===== config.mk =====
export PLATFORM = sky130hd
export DESIGN_NAME = spi_ram_slave_p
export DESIGN_NICKNAME = d
export VERILOG_FILES = /design/src/rtl/spi_ram_pkg.sv /design/src/rtl/spi_ram_core.sv /design/src/rtl/spi_ram_slave_p.sv
export SDC_FILE = /design/constraint.sdc
export NUM_CORES = 2
export LEC_CHECK = 0
export CAP_MARGIN = 20
export CORE_MARGIN = 2
export CORE_UTILIZATION = 45
export CTS_CLUSTER_DIAMETER = 200
export DETAILED_ROUTE_END_ITERATION = 16
export SETUP_SLACK_MARGIN = 0.05
export SLEW_MARGIN = 20
export SYNTH_ARGS = -nofsm -noshare
export SYNTH_HDL_FRONTEND = slang
export SYNTH_SLANG_ARGS = --single-unit

===== constraint.sdc =====
create_clock -name clk -period 4.6 [get_ports clk]
set_input_delay 0.92 -clock clk [delete_from_list [all_inputs] [get_ports clk]]
set_output_delay 0.92 -clock clk [all_outputs]
set_load 0.01 [all_outputs]

===== src/rtl/spi_ram_pkg.sv =====
// Shared types and command encodings for the SPI-slave RAM block.
// This package is imported by spi_ram_core and spi_ram_slave_p.
package spi_ram_pkg;

    typedef enum logic [2:0] {
        IDLE,
        CHK_CMD,
        WRITE,
        READ_ADD,
        READ_DATA,
        TX
    } state_e;

    localparam logic [1:0] CMD_WR_ADDR = 2'b00;
    localparam logic [1:0] CMD_WR_DATA = 2'b01;
    localparam logic [1:0] CMD_RD_ADDR = 2'b10;
    localparam logic [1:0] CMD_RD_DATA = 2'b11;

endpackage


===== src/rtl/spi_ram_core.sv =====
// Single-port RAM plus the write-address, read-address and read-flag registers.
// Each exec strobe applies one decoded command. Define SPI_RAM_AUTO_INC_EN to get post-increment bursts.
module spi_ram_core
    import spi_ram_pkg::*;
#(
    parameter int DATA_W = 8,
    parameter int ADDR_W = 8
) (
    input  logic              clk,
    input  logic              rst,
    input  logic              exec,
    input  logic [1:0]        cmd,
    input  logic [DATA_W-1:0] payload,
    output logic [DATA_W-1:0] rd_data,
    output logic              rd_flag
);

    localparam int DEPTH = 1 << ADDR_W;

    logic [DATA_W-1:0] mem [DEPTH];
    logic [DATA_W-1:0] rd_data_q;
    logic [ADDR_W-1:0] wr_addr_q, wr_addr_d;
    logic [ADDR_W-1:0] rd_addr_q, rd_addr_d;
    logic              rd_flag_q, rd_flag_d;
    logic              mem_we;

    always_comb begin
        // NOTE: every always_comb output gets a default first so no path leaves it unassigned (no latch).
        wr_addr_d = wr_addr_q;
        rd_addr_d = rd_addr_q;
        rd_flag_d = rd_flag_q;
        mem_we    = 1'b0;
        if (exec) begin
            case (cmd)
                CMD_WR_ADDR: wr_addr_d = payload[ADDR_W-1:0];
                CMD_WR_DATA: begin
                    mem_we = 1'b1;
`ifdef SPI_RAM_AUTO_INC_EN
                    wr_addr_d = wr_addr_q + ADDR_W'(1);
`endif
                end
                CMD_RD_ADDR: begin
                    rd_addr_d = payload[ADDR_W-1:0];
                    rd_flag_d = 1'b1;
                end
                default: begin
`ifdef SPI_RAM_AUTO_INC_EN
                    rd_addr_d = rd_addr_q + ADDR_W'(1);
`else
                    rd_flag_d = 1'b0;
`endif
                end
            endcase
        end
    end

    // NOTE: sequential state uses non-blocking assignments so every flop samples pre-edge values.
    always_ff @(posedge clk or posedge rst) begin
        if (rst) begin
            wr_addr_q <= '0;
            rd_addr_q <= '0;
            rd_flag_q <= 1'b0;
        end else begin
            wr_addr_q <= wr_addr_d;
            rd_addr_q <= rd_addr_d;
            rd_flag_q <= rd_flag_d;
        end
    end

    // NOTE: the array has no reset so it maps onto block RAM; contents survive rst.
    always_ff @(posedge clk) begin
        if (mem_we) begin
            mem[wr_addr_q] <= payload;
        end
        rd_data_q <= mem[rd_addr_q];
    end

    assign rd_data = rd_data_q;
    assign rd_flag = rd_flag_q;

endmodule


===== src/rtl/spi_ram_slave_p.sv =====
// Pin-level SPI slave FSM in front of spi_ram_core. A frame is 2 command bits followed by DATA_W payload bits.
// Optional burst mode: define SPI_RAM_AUTO_INC_EN (handled inside spi_ram_core).
module spi_ram_slave_p
    import spi_ram_pkg::*;
#(
    parameter int DATA_W = 8,
    parameter int ADDR_W = 8
) (
    input  logic clk,
    input  logic rst,
    input  logic MOSI,
    input  logic SS_n,
    output logic MISO,
    output logic busy,
    output logic cmd_err,
    output logic frame_abort
);

    localparam int FRAME_W  = DATA_W + 2;
    localparam int CNT_W    = $clog2(FRAME_W + 1);
    localparam int TX_CNT_W = $clog2(DATA_W + 1);

    state_e              state_q, state_d;
    logic [CNT_W-1:0]    bit_cnt_q, bit_cnt_d;
    logic [FRAME_W-1:0]  rx_sr_q, rx_sr_d;
    logic                done_q, done_d;
    logic [DATA_W-1:0]   tx_q, tx_d;
    logic [TX_CNT_W-1:0] tx_cnt_q, tx_cnt_d;
    logic                miso_q, miso_d;
    logic                busy_q, busy_d;
    logic                cmd_err_q, cmd_err_d;
    logic                frame_abort_q, frame_abort_d;

    logic                exec;
    logic [DATA_W-1:0]   rd_data;
    logic                rd_flag;
    logic                frame_full;
    logic                bad_cmd_bit;

    spi_ram_core #(
        .DATA_W(DATA_W),
        .ADDR_W(ADDR_W)
    ) u_core (
        .clk    (clk),
        .rst    (rst),
        .exec   (exec),
        .cmd    (rx_sr_q[FRAME_W-1:DATA_W]),
        .payload(rx_sr_q[DATA_W-1:0]),
        .rd_data(rd_data),
        .rd_flag(rd_flag)
    );

    assign frame_full  = (bit_cnt_q == CNT_W'(FRAME_W));
    // Second command bit must agree with the path chosen by the first bit and rd_flag.
    assign bad_cmd_bit = (bit_cnt_q == CNT_W'(1)) &&
                         (((state_q == READ_ADD) && MOSI) || ((state_q == READ_DATA) && !MOSI));

    always_comb begin
        state_d       = state_q;
        bit_cnt_d     = bit_cnt_q;
        rx_sr_d       = rx_sr_q;
        done_d        = done_q;
        tx_d          = tx_q;
        tx_cnt_d      = tx_cnt_q;
        miso_d        = miso_q;
        cmd_err_d     = 1'b0;
        frame_abort_d = 1'b0;
        exec          = 1'b0;

        case (state_q)
            IDLE: begin
                miso_d = 1'b0;
                if (!SS_n) begin
                    state_d   = CHK_CMD;
                    bit_cnt_d = '0;
                    rx_sr_d   = '0;
                    done_d    = 1'b0;
                end
            end
            CHK_CMD: begin
                if (SS_n) begin
                    frame_abort_d = 1'b1;
                    state_d       = IDLE;
                end else begin
                    rx_sr_d   = {rx_sr_q[FRAME_W-2:0], MOSI};
                    bit_cnt_d = CNT_W'(1);
                    if (!MOSI)        state_d = WRITE;
                    else if (rd_flag) state_d = READ_DATA;
                    else              state_d = READ_ADD;
                end
            end
            WRITE, READ_ADD, READ_DATA: begin
                if (done_q) begin
                    if (SS_n) state_d = IDLE;
                end else if (frame_full) begin
                    // Execute edge: a completed frame wins over a simultaneous SS_n rise.
                    exec = 1'b1;
                    if (state_q == READ_DATA) begin
                        state_d  = TX;
                        miso_d   = rd_data[DATA_W-1];
                        tx_d     = rd_data << 1;
                        tx_cnt_d = TX_CNT_W'(DATA_W - 1);
                    end else begin
                        done_d = 1'b1;
                    end
                end else if (SS_n) begin
                    frame_abort_d = 1'b1;
                    state_d       = IDLE;
                end else if (bad_cmd_bit) begin
                    cmd_err_d = 1'b1;
                    done_d    = 1'b1;
                end else begin
                    rx_sr_d   = {rx_sr_q[FRAME_W-2:0], MOSI};
                    bit_cnt_d = bit_cnt_q + CNT_W'(1);
                end
            end
            TX: begin
                if (SS_n) begin
                    state_d = IDLE;
                    miso_d  = 1'b0;
                end else if (tx_cnt_q != '0) begin
                    miso_d   = tx_q[DATA_W-1];
                    tx_d     = tx_q << 1;
                    tx_cnt_d = tx_cnt_q - TX_CNT_W'(1);
                end else begin
                    miso_d = 1'b0;
                end
            end
            default: state_d = IDLE;
        endcase

        busy_d = (state_d != IDLE);
    end

    always_ff @(posedge clk or posedge rst) begin
        if (rst) begin
            state_q       <= IDLE;
            bit_cnt_q     <= '0;
            rx_sr_q       <= '0;
            done_q        <= 1'b0;
            tx_q          <= '0;
            tx_cnt_q      <= '0;
            miso_q        <= 1'b0;
            busy_q        <= 1'b0;
            cmd_err_q     <= 1'b0;
            frame_abort_q <= 1'b0;
        end else begin
            state_q       <= state_d;
            bit_cnt_q     <= bit_cnt_d;
            rx_sr_q       <= rx_sr_d;
            done_q        <= done_d;
            tx_q          <= tx_d;
            tx_cnt_q      <= tx_cnt_d;
            miso_q        <= miso_d;
            busy_q        <= busy_d;
            cmd_err_q     <= cmd_err_d;
            frame_abort_q <= frame_abort_d;
        end
    end

    assign MISO        = miso_q;
    assign busy        = busy_q;
    assign cmd_err     = cmd_err_q;
    assign frame_abort = frame_abort_q;

endmodule


# ---- After elaboration in Yosys (flattened, before gate mapping)
# Memories as Yosys holds them, arrays and structs flattened. A register that Yosys moved wholly into a read port is not among the register bits.
# Cells that the tools add are included.
dict set report totals {
  reg_bits 51
  out_inout_bits 4
  latchBits 0
  romBits 0
  memories 1
  ramBits 2048
  input_bits 4
  elab_cells 121
}
dict set report classes {
  n_addsub 2
  muxes 63
  mul 0
  n_reduce_logical 22
  n_eq_ne 19
  n_bitwise 1
  shift 0
  div_mod_pow 0
  magnitude_cmp 0
}
# name depth width rd rd_clocked_by_memory_dff wr line_no
set memory_table {}
lappend memory_table {u_core.mem 256 8 1 1 1 spi_ram_core.sv:20} ;# logic [DATA_W-1:0] mem [DEPTH];
# operator count
set op_table {}
lappend op_table {{2-to-1 mux 10 bit} 6}
lappend op_table {{2-to-1 mux 4 bit} 11}
lappend op_table {{2-to-1 mux 8 bit} 5}
lappend op_table {{case mux 10 bit (3 select lines)} 1}
lappend op_table {{2-to-1 mux 1 bit} 24}
lappend op_table {{2-to-1 mux 3 bit} 8}
lappend op_table {{!= test 2 bit, second input constant} 10}
lappend op_table {{case mux 8 bit (2 select lines)} 1}
lappend op_table {{case mux 3 bit (4 select lines)} 1}
lappend op_table {{case mux 4 bit (3 select lines)} 1}
lappend op_table {{nonzero test 3 bit} 3}
lappend op_table {{case mux 4 bit (2 select lines)} 1}
lappend op_table {{AND reduction 2 bit} 4}
lappend op_table {{AND reduction 7 bit} 1}
lappend op_table {{== test 3 x 2 -> 1 bit, second input constant} 2}
lappend op_table {{== test 3 bit, second input constant} 2}
lappend op_table {{case mux 1 bit (2 select lines)} 3}
lappend op_table {{AND reduction 6 bit} 1}
lappend op_table {{adder 4 x 1 -> 4 bit, second input constant} 1}
lappend op_table {{== test 4 x 1 -> 1 bit, second input constant} 1}
lappend op_table {{== test 4 bit, second input constant} 1}
lappend op_table {{AND reduction 4 bit} 1}
lappend op_table {{nonzero test 2 bit} 2}
lappend op_table {{nonzero test 4 bit} 1}
lappend op_table {{13 further kinds} 15}

# ---- Depth between registers and ports, before layout
dict set report logic_depth {
  depth_word 9
  ltp_mapped 12
  ltp_nobuf 8
}

# ---- Hierarchy
# A second synthesis with hierarchy kept.
dict set report hier_totals {
  cells_unflattened 3998
  hier_area_um2 82280.2
}
# mod area_each_um2 instances cells_each seq_area_each_um2
set modules_own_cells {}
lappend modules_own_cells {spi_ram_core 80432.1 1 3819 62084.5}
lappend modules_own_cells {spi_ram_slave_p 1848.0 1 179 825.8}

# ---- Worst setup path before layout
# OpenSTA, ideal clock, no wires.
dict set report synth_timing {
  kind {reg2reg}
  startpoint {register rx_sr_q[1]}
  endpoint {register rx_sr_q[2]}
  required_ps 4487
  t_arrival_ps 3969
  synth_period_minus_slack_ps 4082
  path_slack_ps 518
  setup_time_ps 113
  path_stages_with_launch 3
  n_path_buf 0
  cell_sequence {dfrtp_1 -> inv_1 -> o41ai_1}
}
dict set report synth_via {
  elab_chain_cells 5
  word_cells_on_any_way 6
  cone_classes {6 x mux}
}
# element line_no
set synth_rtl {}
lappend synth_rtl {{start, declared} spi_ram_slave_p.sv:25} ;# logic [FRAME_W-1:0] rx_sr_q, rx_sr_d;
lappend synth_rtl {{start signal, assigned} spi_ram_slave_p.sv:150} ;# rx_sr_q <= rx_sr_d;
lappend synth_rtl {{2-to-1 mux 10 bit} spi_ram_slave_p.sv:109} ;# end else if (bad_cmd_bit) begin
lappend synth_rtl {{2-to-1 mux 10 bit} spi_ram_slave_p.sv:106} ;# end else if (SS_n) begin
lappend synth_rtl {{2-to-1 mux 10 bit} spi_ram_slave_p.sv:95} ;# end else if (frame_full) begin
lappend synth_rtl {{2-to-1 mux 10 bit} spi_ram_slave_p.sv:93} ;# if (done_q) begin
lappend synth_rtl {{case mux 10 bit (3 select lines) *} spi_ram_slave_p.sv:70} ;# case (state_q)
# Mark *: on every way between the ends. The rest lies on a longest branch, timed or not. The select of a mux whose other input is x is not followed.
# A chain may end at the register's enable or synchronous reset.

# ---- Worst setup path after layout
dict set report layout_timing {
  startpoint {register bit_cnt_q[0]}
  endpoint {memory u_core.mem[176][2], enable pin}
}
dict set report layout_via {
  elab_chain_cells 7
}
# element line_no
set layout_rtl {}
lappend layout_rtl {{start, declared} spi_ram_slave_p.sv:24} ;# logic [CNT_W-1:0] bit_cnt_q, bit_cnt_d;
lappend layout_rtl {{start signal, assigned} spi_ram_slave_p.sv:149} ;# bit_cnt_q <= bit_cnt_d;
lappend layout_rtl {{== test 4 bit} spi_ram_slave_p.sv:53} ;# assign frame_full = (bit_cnt_q == CNT_W'(FRAME_W));
lappend layout_rtl {{2-to-1 mux 1 bit} spi_ram_slave_p.sv:95}
lappend layout_rtl {{2-to-1 mux 1 bit} spi_ram_slave_p.sv:93}
lappend layout_rtl {{2-to-1 mux 1 bit} spi_ram_slave_p.sv:70}
lappend layout_rtl {{2-to-1 mux 1 bit} spi_ram_core.sv:33} ;# if (exec) begin
lappend layout_rtl {{2-to-1 mux 1 bit} spi_ram_core.sv:72} ;# if (mem_we) begin
lappend layout_rtl {{2-to-1 mux 1 bit (not written as such)} spi_ram_core.sv:73} ;# mem[wr_addr_q] <= payload;
lappend layout_rtl {{end, declared} spi_ram_core.sv:20}
# Every way passes these cells.

==> summary.json <==
{
  "critical_path": {
    "timing.setup.critical_path_class": "reg -> reg",
    "startpoint_type_of_the_worst_setup_path": "flip-flop",
    "crit_path_max_incr_delay_ns": 0.70,
    "reg_to_reg_slack_setup_ns": 0.39,
    "timing.critical_path.cells": "inv_1 > ha_1 > nand4bb_1 > a21oi_2 > nand3b_1 > nor3_1 > nand2_2 > buf_4 > nor2_1",
    "critical_path.reg2reg.endpoint": "u_core.mem[176][2]",
    "worst-path-max-fanout": 11,
    "cp-end-kind": "flip-flop",
    "r2r_start": "bit_cnt_q[0]",
    "worstPathRequired_ns": 5.06,
    "crit_arrival_ns": 4.67,
    "reg2regPathDepth": 9,
    "critical-path-slowest-cell": "nor2_1"
  },
  "sta": {
    "setup-violations-final": 0,
    "number_of_hold_slack_violations_in_the_final_timing_report": 0,
    "fin_setup_tns_ns": 0,
    "worst_slew_pin_slew_ns": 1.12,
    "fin_worst_skew_ns": 0.0280,
    "setup_ws_ns": 0.385,
    "max-slew-margin-rel_pct": 25.4,
    "period_minus_slack_ns": 4.21,
    "period_share_pct": 91.6,
    "grt_setup_unrepaired": "false",
    "whs_ns": 0.467,
    "maxClockFrequency_mhz": 237,
    "report.final.slew_viol_count": 0
  },
  "floorplan": {
    "die_width_um": 430,
    "num_rows": 156,
    "fp.dieH_um": 430,
    "initial_utilization_pct": 45.3,
    "die-area_sq_um": 185000,
    "io-pin-count": 8,
    "core_area_sq_um": 181000
  },
  "power_and_ir_drop": {
    "netSwitchingPower_mw": 8.27,
    "power.clock.fraction_pct": 42.7,
    "p_int_mw": 31.3,
    "total_power_mw": 39.6,
    "ir_worst_vdd_mv": 0.352,
    "share_comb_of_total_power_pct": 2.3,
    "powerDensity_nw_per_um2": 430,
    "proportion_of_power_drawn_by_flip_flops_and_latches_pct": 55.0,
    "pleak_nw": 28.0,
    "power.share.switching_pct": 20.9
  },
  "global_route": {
    "via_count_of_the_first_global_routing_pass": 40000,
    "grt_start_max_net_pins": 173,
    "first_pass_grt_wire_length_mm": 291,
    "antenna_found_initial": 1,
    "globalRoute.totalOverflow": 0,
    "gr-usage-all-layers_pct": 21.7
  },
  "cells_and_area": {
    "drive_above_1_share_pct": 24.5,
    "area_growth_syn_to_layout_pct": 12.6,
    "finish.cell_count_without_fillers": 6585,
    "final_nets": 4039
  },
  "clocking": {
    "cts.htree.levels": 4,
    "path_clk_slew_ns": 0.06,
    "clock_sink_count": 2106,
    "clockRootBuffer": "clkbuf_16",
    "max-clock-path-buffers": 3,
    "cts-buffers-inserted": 211,
    "post_cts_setup_buffer_count": 0,
    "postCtsHoldBufs": 0,
    "cts_tree": "built",
    "clk-insertion-delay-late_ns": 0.84,
    "cts_repair_resize_count": 0
  },
  "routing": {
    "vias_after_detailed_routing": 39800,
    "ant_nets": 0,
    "drt-pass1-iter-count": 5,
    "remaining_drc_errors": 0,
    "post_drt_wl_per_cell_um": 30.3,
    "vias_per_cell": 6.05,
    "first_iter_violations": 4681,
    "drt_wl_total_mm": 200
  },
  "yosys": {
    "synthesis.area_per_instance_sq_um": 21.1,
    "synth.area.top_cells": "edfxtp_1 75%, mux4_2 13%, mux2i_1 1.6%, dfrtp_1 1.5%, nor2_1 1.3%",
    "synth_top_family_by_area": "multiplexers",
    "synthesis.area_sq_um": 81800,
    "top_area_cell_type_share_of_the_netlist_area_pct": 75.1,
    "synth.distinct_cells": 70,
    "ys_ff_latch": 2106,
    "yosysSeqAreaShare_pct": 76.9,
    "post-synth-top-count-cell": "edfxtp_1",
    "post_synth_xor_area_fraction_pct": 0.0107,
    "post_synth_mux_area_share_pct": 15.3,
    "synth.top_cells.by_count": "2048 x edfxtp_1, 488 x mux4_2, 283 x nor2_1, 131 x mux2i_1, 107 x clkbuf_1",
    "ys.warnings.count": 0,
    "synth_nets": 3882,
    "synth_compound_gate_area_share_pct": 3.37,
    "synthCells": 3874,
    "ys_dominant_reg_cell": "edfxtp_1",
    "synth_fa_ha_area_share_pct": 0.0611,
    "synth_top_cell_by_area": "edfxtp_1",
    "synth_simple_gate_area_share_pct": 2.65,
    "synthArstFlopShare_pct": 2.37,
    "synth_enable_flop_cells": 2048
  },
  "placement": {
    "numPortBuffers": 7,
    "dp_cells": 6188,
    "place_hpwl_mm": 121,
    "detailedPlace.worstSlack_ns": 0.495,
    "routabilityCongestion": 0.845
  },
  "min_path": {
    "hold-path-endpoint": "tx_q[1]",
    "holdCritPathClass": "reg -> reg",
    "min-delay-start": "u_core.rd_data[0]",
    "worst_hold_path.num_cells": 2
  },
  "flow_run": {
    "drv.max_cap_violation_count": 0
  },
  "status": {
    "run_status": "finished clean"
  }
}
[worst max-delay path: cells and delay by family (launching register included)]
family                     cells  cell delay [ns]
and+or+nand+nor                5             2.46
buffers and inverters          2             0.48
DFF                            1             0.45
AOI/OAI and AO/OA              1             0.25
adders and majority gates      1             0.16
[through the flow]
stage | util [%] | cell area (sq um)
floorplan | - | 81800
global placement | 47.2 | 85300
detailed placement | 47.2 | 85300
CTS | 51.0 | 92100
global route | 51.0 | 92100
finish | 51.0 | 92100
[routing by layer]
metal	vias up	wire length, um	GRT usage (%)
met5	-	0	0
met4	0	4620	5.86
met3	272	14700	3.65
met2	1673	94500	33.5
met1	21400	85800	32.1
li1	16500	-	-
[cells in the final DEF (no fill, tap or decap), drive strengths merged, types with 5 or more instances in the layout]
cell	instances
edfxtp	2048
mux4	488
nor2	283
clkbuf	270
buf	169
mux2i	131
nand2	93
clkinv	88
a22oi	77
a21oi	64
dfrtp	50
o21ai	47
o221ai	41
a221oi	37
nor3	27
o22ai	25
a22o	24
inv	24
nor2b	23
mux2	20
bufinv	17
nand2b	15
nand3	15
clkinvlp	13
a211oi	13
o41ai	12
o211ai	10
dfxtp	8
o31ai	7
nor4	7
clkdlybuf4s50	7
and2	7
a311oi	6
nand3b	5
[how the worst max path moves through the flow]
stage | start | to | slack, ns | cells after the start
after floorplan | rx_sr_q[1] | rx_sr_q[2] | 0.52 | 2
after global placement | u_core.rd_addr_q[0] | u_core.rd_data[7] | 0.43 | 7
after detailed placement | bit_cnt_q[0] | u_core.mem[176][2] | 0.50 | 9
after CTS | bit_cnt_q[0] | u_core.mem[176][5] | 0.46 | 9
after global routing | state_q[1] | u_core.mem[176][5] | 0.16 | 7
final | bit_cnt_q[0] | u_core.mem[176][2] | 0.39 | 9
[power by group through the flow]
| stage | Clock, mW | Combinational [mW] | Sequential (mW) |
|---|---|---|---|
| global placement | 0 | 0.883 | 22.2 |
| CTS | 17.2 | 0.933 | 21.8 |
| detailed placement | 0 | 0.939 | 22.2 |
| finish | 16.9 | 0.913 | 21.8 |
| global route | 18.0 | 0.995 | 21.8 |
| floorplan | 0 | 0.130 | 22.5 |
[logic make-up (layout without fill, tap and decap cells)]
group,after synthesis,after routing
flops,2106,2106
mux,639,639
simple gates,494,494
compound gates,382,382
buf+inv,248,588
fa+ha+maj,4,4
xor+xnor,1,1
other cells,0,1
[final cells by class]
type                            instances  area (sq um)
Fill cell                           14300         88600
Antenna cell                            1          2.50
Sequential cell                      2106         63000
Clock buffer                          270          5620
Tap cell                             2370          2970
Multi-Input combinational cell       1520         17600
Inverter                               16          60.1
Clock inverter                        126          1220
Timing Repair Buffer                  176          1750
[flip-flops by register name, indices dropped and copies added (netlist names)]
register          flops
rx_sr_q              10
state_q               3
bit_cnt_q             4
u_core.mem         2048
busy                  1
done_q                1
MISO                  1
u_core.rd_data        8
tx_q                  7
frame_abort           1
u_core.rd_flag        1
u_core.rd_addr_q      8
cmd_err               1
u_core.wr_addr_q      8
tx_cnt_q              4
Power figures use the tool's default switching activity.
